$ cat src/rtl/bram1_arbiter_pkg.sv
// Shared types for the two-port BRAM arbiter: port identifiers and the
// per-cycle tag that travels alongside a BRAM access.
package bram1_arbiter_pkg;

    typedef enum logic {
        PORT_A = 1'b0,
        PORT_B = 1'b1
    } port_e;

    typedef struct packed {
        logic  valid;
        port_e port;
        logic  is_read;
    } tag_t;

    localparam tag_t TAG_IDLE = '{valid: 1'b0, port: PORT_A, is_read: 1'b0};

    function automatic port_e other_port(input port_e p);
        return (p == PORT_A) ? PORT_B : PORT_A;
    endfunction

endpackage

$ cat src/rtl/bram1_arbiter_rr.sv
// Two-way round-robin grant with a one-bit priority pointer; grants are
// combinational from the valids so a lone requester wins in the same cycle.
module bram1_arbiter_rr
    import bram1_arbiter_pkg::*;
(
    input  logic clk,
    input  logic rst_n,
    input  logic valid_a,
    input  logic valid_b,
    output logic grant_a,
    output logic grant_b
);

    port_e ptr_q;
    port_e ptr_d;

    always_ff @(posedge clk or negedge rst_n) begin
        if (!rst_n) begin
            ptr_q <= PORT_A;
        end else begin
            ptr_q <= ptr_d;
        end
    end

    // Grants are forced low while reset is held so nothing handshakes then.
    always_comb begin
        grant_a = 1'b0;
        grant_b = 1'b0;
        ptr_d   = ptr_q;
        if (rst_n) begin
            if (valid_a && valid_b) begin
                grant_a = (ptr_q == PORT_A);
                grant_b = (ptr_q == PORT_B);
            end else begin
                grant_a = valid_a;
                grant_b = valid_b;
            end
        end
        if (grant_a) begin
            ptr_d = other_port(PORT_A);
        end else if (grant_b) begin
            ptr_d = other_port(PORT_B);
        end
    end

endmodule

$ cat src/rtl/bram1_arbiter.sv
// Arbitrates two request ports onto one single-port BRAM and routes read
// data back to the issuing port after the BRAM's read latency.
module bram1_arbiter
    import bram1_arbiter_pkg::*;
#(
    parameter int ADDR_WIDTH = 1,
    parameter int DATA_WIDTH = 1,
    parameter int PIPELINED  = 0
) (
    input  logic                  CLK,
    input  logic                  RST_N,

    input  logic                  a_req_valid,
    output logic                  a_req_ready,
    input  logic                  a_req_we,
    input  logic [ADDR_WIDTH-1:0] a_req_addr,
    input  logic [DATA_WIDTH-1:0] a_req_data,
    output logic                  a_resp_valid,
    output logic [DATA_WIDTH-1:0] a_resp_data,

    input  logic                  b_req_valid,
    output logic                  b_req_ready,
    input  logic                  b_req_we,
    input  logic [ADDR_WIDTH-1:0] b_req_addr,
    input  logic [DATA_WIDTH-1:0] b_req_data,
    output logic                  b_resp_valid,
    output logic [DATA_WIDTH-1:0] b_resp_data,

    output logic                  bram_en,
    output logic                  bram_we,
    output logic [ADDR_WIDTH-1:0] bram_addr,
    output logic [DATA_WIDTH-1:0] bram_di,
    input  logic [DATA_WIDTH-1:0] bram_do
);

    localparam int DEPTH = 1 + PIPELINED;

    logic grant_a;
    logic grant_b;
    tag_t tag_q [DEPTH];
    tag_t tag_d [DEPTH];
    tag_t tag_out;

    bram1_arbiter_rr u_rr (
        .clk     (CLK),
        .rst_n   (RST_N),
        .valid_a (a_req_valid),
        .valid_b (b_req_valid),
        .grant_a (grant_a),
        .grant_b (grant_b)
    );

    assign a_req_ready = grant_a;
    assign b_req_ready = grant_b;

    // Outside a handshake every BRAM input is parked at zero.
    always_comb begin
        bram_en   = 1'b0;
        bram_we   = 1'b0;
        bram_addr = '0;
        bram_di   = '0;
        if (grant_a) begin
            bram_en   = 1'b1;
            bram_we   = a_req_we;
            bram_addr = a_req_addr;
            bram_di   = a_req_data;
        end else if (grant_b) begin
            bram_en   = 1'b1;
            bram_we   = b_req_we;
            bram_addr = b_req_addr;
            bram_di   = b_req_data;
        end
    end

    always_comb begin
        tag_d[0].valid   = grant_a | grant_b;
        tag_d[0].port    = grant_b ? PORT_B : PORT_A;
        tag_d[0].is_read = (grant_a & ~a_req_we) | (grant_b & ~b_req_we);
        for (int i = 1; i < DEPTH; i++) begin
            tag_d[i] = tag_q[i-1];
        end
    end

    // Clearing the tags on reset is what drops any read still in flight.
    always_ff @(posedge CLK or negedge RST_N) begin
        if (!RST_N) begin
            for (int i = 0; i < DEPTH; i++) begin
                tag_q[i] <= TAG_IDLE;
            end
        end else begin
            tag_q <= tag_d;
        end
    end

    assign tag_out      = tag_q[DEPTH-1];
    assign a_resp_valid = tag_out.valid & tag_out.is_read & (tag_out.port == PORT_A);
    assign b_resp_valid = tag_out.valid & tag_out.is_read & (tag_out.port == PORT_B);
    assign a_resp_data  = bram_do;
    assign b_resp_data  = bram_do;

endmodule

$ cat config.mk
export PLATFORM = sky130hd
export DESIGN_NAME = bram1_arbiter
export DESIGN_NICKNAME = d
export VERILOG_FILES = /design/src/rtl/bram1_arbiter_pkg.sv /design/src/rtl/bram1_arbiter_rr.sv /design/src/rtl/bram1_arbiter.sv
export SDC_FILE = /design/constraint.sdc
export NUM_CORES = 1
export LEC_CHECK = 0
export CORE_AREA = 2 2 39 41
export CTS_BUF_LIST = sky130_fd_sc_hd__clkbuf_2 sky130_fd_sc_hd__clkbuf_4 sky130_fd_sc_hd__clkbuf_8
export CTS_CLUSTER_DIAMETER = 40
export CTS_CLUSTER_SIZE = 20
export DETAILED_ROUTE_END_ITERATION = 12
export DIE_AREA = 0 0 41 43
export MAX_ROUTING_LAYER = met4
export PLACE_DENSITY = 0.62
export RECOVER_POWER = 25
export SYNTH_ARGS = -nofsm -noshare
export SYNTH_HDL_FRONTEND = slang
export SYNTH_SLANG_ARGS = --single-unit
$ cat constraint.sdc
create_clock -name CLK -period 1.2 [get_ports CLK]
set_input_delay 0.18 -clock CLK [delete_from_list [all_inputs] [get_ports CLK]]
set_output_delay 0.18 -clock CLK [all_outputs]
set_load 0.005 [all_outputs]
-- Word-level counts from Yosys, hierarchy flattened
Cells that the tools add are included.
- memory bits (read-only): 0
- bits in latches: 0
- memories: 0
- bits of input ports: 11
- flip-flop bits (word level): 4
- RAM bits: 0
- bitwise logic cells: 11
- equal/unequal tests: 0
- muxes and demuxes: 14
- magnitude comparators: 0
- add/subtract/negate cells: 0
- reduce and logical (&&, ||, !) cells: 2
- multipliers: 0
- shifts and indexed selects: 0
- divide/modulo/power cells: 0
- operator list (cell ; count):
    $mux W1 ; 14
    $and A1 B1 Y1 ; 5
    $not A1 Y1 ; 4
    $or A1 B1 Y1 ; 2
    $reduce_bool A2 Y1 ; 1
    $logic_and A1 B1 Y1 ; 1

-- Longest topological paths before layout
- word-level depth: 5
- mapped depth: 3

-- Modules after synthesis
A second synthesis with hierarchy kept.
- cell total of the unflattened synthesis: 24
- area, all modules: 217.7 sq um
- by module, submodules not included (module ; instances ; seq. area each (sq um) ; area each (sq um) ; cells an instance):
    bram1_arbiter ; 1 ; 75.1 ; 156.4 ; 16
    bram1_arbiter_rr ; 1 ; 25.0 ; 61.3 ; 8

-- Worst setup path after synthesis
No wires, ideal clock.
- path type: register -> output
- start: reg u_rr.ptr_q
- end: out bram_addr
- arrival time: 0.704 ns
- stages on the path, launching flop included: 4
- data required time: 1.020 ns
- slack: 0.316 ns
- cell sequence: dfrtp_1 nand2_1 nand2_2 o22ai_1
- word-level cells in the longest chain between the ends: 4
- elaborated cells on any way between the ends: 7
- RTL lines (what ; line ; source):
    start: declaration ; bram1_arbiter_rr.sv:14 ; port_e ptr_q;
    start signal: assignment ; bram1_arbiter_rr.sv:21 ; ptr_q <= ptr_d;
    $mux W1 / $not A1 Y1 (equally long branches) ; bram1_arbiter_rr.sv:31, bram1_arbiter_rr.sv:32 ;
    $mux W1 (on tied branches) ; bram1_arbiter_rr.sv:30, bram1_arbiter_rr.sv:31 ;
    $mux W1 (on tied branches) ; bram1_arbiter.sv:67, bram1_arbiter_rr.sv:30 ;
    $mux W1 (*) ; bram1_arbiter.sv:62 ; if (grant_a) begin
    end: declaration ; bram1_arbiter.sv:31 ; output logic [ADDR_WIDTH-1:0] bram_addr,
Mark *: on every way between the ends. The rest lies on a longest branch, timed or not.

-- Final worst setup path
- start: reg u_rr.ptr_q
- end: out bram_we
- word-level cells in the longest chain between the ends: 4
- elaborated cells on any way between the ends: 7
- RTL lines (what ; line ; source):
    $mux W1 / $not A1 Y1 (equally long branches) ; bram1_arbiter_rr.sv:31, bram1_arbiter_rr.sv:32 ;
    $mux W1 (on tied branches) ; bram1_arbiter_rr.sv:30, bram1_arbiter_rr.sv:31 ;
    $mux W1 (on tied branches) ; bram1_arbiter.sv:67, bram1_arbiter_rr.sv:30 ;
    $mux W1 (*) ; bram1_arbiter.sv:62 ;
    end: declaration ; bram1_arbiter.sv:30 ; output logic bram_we,
Marked as above.

==> metrics.log <==
[metrics] crit-path max FO: 5
[metrics] share of the clock period used by the worst path: 107%
[metrics] 1st-iter DRT viols: 2
[metrics] data required time at the worst endpoint: 1.02 ns
[metrics] GR Overflow Total: 0
[metrics] synthesized area: 260 sq um
[metrics] Final min period: 1.28 ns
[metrics] Setup Crit Path Kind: reg -> out
[metrics] worst-case reg-to-reg path depth: 4
[metrics] Via Count: 319
[metrics] power density cells: 956 nW/um^2
[metrics] share of post-route cells with drive strength above 1: 42.4%
[metrics] Root Driver: sky130_fd_sc_hd__clkbuf_4
[metrics] clock latency on the worst-skew pair: 0.23 ns
[metrics] fmax: 779 MHz
[metrics] final weighted congestion in routability-driven placement: 0.630
[metrics] antenna violation net count after detailed routing: 0
[metrics] CTS Buffer Depth: 2
[metrics] setup slack after placement: -0.560 ns
[metrics] number of warnings printed during yosys synthesis: 0
[metrics] setup repair after global routing missed its margin: true
[metrics] number of ports placed on the die boundary: 21
[metrics] maximum number of pins on one net before global-route repair: 7
[metrics] CTS tree: done
[metrics] die boundary height: 43 um
[metrics] Max Cap Violations: 0
[metrics] Min-Delay Path Class: in -> async
[metrics] effective utilization at floorplan: 18.8%
[metrics] Worst EP arrival: 1.10 ns
[metrics] setup slack of the most critical reg-to-reg path: 0.13 ns
[metrics] final std cells w/o fill: 75
[metrics] stage delay of the slowest cell on the critical path: 0.43 ns
[metrics] Final Skew: 0.00344 ns
[metrics] multi-input logic area: 139 sq um
[metrics] final-layout setup total negative slack: -0.304 ns
[metrics] total CTS buffers: 3
[metrics] number of placed instances with taps included: 66
[metrics] violated checks: negative setup slack
[metrics] kind of capture point of the worst setup path: output pin
[metrics] worst path cell trace: o21ai_4, o22ai_1, buf_2
[metrics] setup violation total in the final timing report: 5
[metrics] average wire per standard cell: 9.81 um
[metrics] distinct cell type count after synthesis: 13
[metrics] fill cell instance count of the final layout: 158
[metrics] Net Count, Synth: 43
[metrics] standard-cell rows: 14
[metrics] initial antenna violation count: 0
[metrics] transition time at the pin with the least slew margin: 0.229 ns
[metrics] total number of H-tree levels: 1
[metrics] VDD IR-drop max: 0.423 mV
[metrics] leakage power summed over all cells: 0.252 nW
[metrics] total wire length: 736 um
[metrics] capture point of the worst reg-to-reg path: tag_out[0]$_DFF_PN0_
[metrics] DP Wirelength: 494 um
[metrics] Hold-fix buffers, CTS: 0
[metrics] launching point of the worst reg2reg path: u_rr.ptr_q$_DFFE_PN0P_
[metrics] Port Buf Inserts: 17
[metrics] Post-layout nets: 72
[metrics] Area growth, synth to finish: 93.7%
[metrics] Startpoint Class: register
[metrics] register area share after synthesis: 38.5%
[metrics] post-synthesis instance total: 32
[metrics] Pins Over Slew Limit: 0
[metrics] global router's overall resource usage: 10.3%
[metrics] Tot Pwr: 0.000482 W
[metrics] diode count: 0
[metrics] number of flip-flops and latches in the synthesized netlist: 4
[metrics] footprint of the flip-flops and latches: 101 sq um
[metrics] area inside the core boundary: 1380 sq um
[metrics] vias in the first global route: 270
[metrics] final hold slack: 0.277 ns
[metrics] mean instance size in the synthesized netlist: 8.13 sq um
[metrics] DRC Markers: 0
[metrics] normalized max-slew margin: 84.8%
[metrics] number of optimization iterations in the first detailed-route pass: 4
[metrics] Die Area: 1760 sq um
[metrics] status: finished, violations left
[metrics] worst setup margin: -0.0830 ns
[metrics] slowest stage cell on the critical path: sky130_fd_sc_hd__dfrtp_2
[metrics] horizontal die dimension: 41 um
[metrics] count of clock tree sinks: 4
[metrics] Via-to-Cell Ratio: 4.25
[metrics] clock-pin slew of the registers on the worst-case setup and hold paths: 0.04 ns
[metrics] wire length of the first global-routing pass: 1090 um
[metrics] final-report hold violation count: 0
sequential cells by signal (all words and copies together) (netlist names):
signal	flops
tag_out	3
u_rr.ptr_q	1
layout make-up:
type                    count  area share, %
repair buffers             27           42.4
multi-input cells          23           27.5
flip-flops and latches      4           20.1
clock buffers               3           4.47
well taps                  16           3.97
inverters                   2           1.49
Yosys cell counts (all sizes together):
| cell type | instances | share of area, % |
|---|---|---|
| nand2 | 9 | 14 |
| and3 | 1 | 2.4 |
| buf | 3 | 8.7 |
| o22ai | 3 | 7.2 |
| o21ai | 1 | 6.3 |
| dfrtp | 4 | 38 |
| a31oi | 1 | 2.4 |
| inv | 2 | 2.9 |
| nor2 | 5 | 7.2 |
| a21oi | 1 | 1.9 |
| o32ai | 1 | 6.3 |
| nand2b | 1 | 2.4 |
where the power goes:
part	total, W	switching, W	internal (W)	leakage, nW
clock network	0.000168	0.0000556	0.000112	0.0138
registers	0.000164	0.0000130	0.000151	0.0489
logic	0.000151	0.0000624	0.0000886	0.189
total	0.000482	0.000131	0.000351	0.252
how the worst max path moves through the flow:
| stage | to | startpoint | slack [ns] | depth (start not counted) |
|---|---|---|---|---|
| after floorplan | bram_addr | u_rr.ptr_q$_DFFE_PN0P_ | 0.32 | 3 |
| after global placement | bram_di | b_req_valid | -0.54 | 4 |
| after detailed placement | bram_addr | a_req_valid | -0.56 | 5 |
| after CTS | bram_we | u_rr.ptr_q$_DFFE_PN0P_ | -0.12 | 3 |
| after global routing | bram_addr | u_rr.ptr_q$_DFFE_PN0P_ | -0.15 | 3 |
| final | bram_we | u_rr.ptr_q$_DFFE_PN0P_ | -0.08 | 3 |
logic make-up after synthesis:
family / after synthesis / share of synthesized area, %
AO/OA/AOI/OAI: 7 / 24.0
buffers and inverters: 5 / 11.5
flip-flops: 4 / 38.5
AND/OR/NAND/NOR: 16 / 26.0
worst max-delay path: cells and delay by family (launching register included):
| kind | cells | cell delay, ns |
|---|---|---|
| buffers and inverters | 1 | 0.13 |
| DFF | 1 | 0.43 |
| AOI/OAI and AO/OA | 2 | 0.31 |
placed cells by master (no fill, tap or decap):
master | netlist | final
sky130_fd_sc_hd__nand2b_1 | 1 | 1
sky130_fd_sc_hd__dfrtp_1 | 4 | 3
sky130_fd_sc_hd__buf_6 | 0 | 1
sky130_fd_sc_hd__nand2_1 | 8 | 8
sky130_fd_sc_hd__o22ai_1 | 3 | 2
sky130_fd_sc_hd__o32ai_2 | 1 | 1
sky130_fd_sc_hd__clkbuf_4 | 0 | 3
sky130_fd_sc_hd__clkdlybuf4s50_1 | 0 | 6
sky130_fd_sc_hd__buf_4 | 3 | 8
sky130_fd_sc_hd__buf_2 | 0 | 5
sky130_fd_sc_hd__dfrtp_2 | 0 | 1
sky130_fd_sc_hd__nor2_2 | 0 | 1
sky130_fd_sc_hd__clkbuf_1 | 0 | 1
sky130_fd_sc_hd__clkdlybuf4s15_1 | 0 | 1
sky130_fd_sc_hd__nand2_2 | 1 | 1
sky130_fd_sc_hd__o21ai_4 | 1 | 1
sky130_fd_sc_hd__a31oi_1 | 1 | 1
sky130_fd_sc_hd__nor2_1 | 5 | 4
sky130_fd_sc_hd__inv_2 | 2 | 2
sky130_fd_sc_hd__a21oi_1 | 1 | 1
sky130_fd_sc_hd__o22ai_2 | 0 | 1
sky130_fd_sc_hd__and3_1 | 1 | 1
sky130_fd_sc_hd__dlygate4sd2_1 | 0 | 5
per-stage QoR:
step           util [%]  cell area (sq um)
6_report           36.4                504
5_1_grt            36.4                504
4_1_cts            35.9                497
3_5_place_dp       33.1                458
3_3_place_gp       33.1                458
2_1_floorplan         -                260
what timing repair did:
item	CTS	global route
buffers inserted	4	1
hold endpoints to repair	0	0
gates cloned	1	0
setup endpoints to repair	8	5
resized for setup	30	1
pin swaps	8	3
routing by layer:
layer | vias up | global-route usage [%] | part of all wire [%]
met2 | 17 | 12.2 | 43
met3 | 2 | 3.14 | 11
li1 | 162 | - | -
met4 | 0 | 10.7 | 1.6
met5 | - | - | 0
met1 | 138 | 12.6 | 43
No activity file was read; power rests on OpenSTA's default activity.
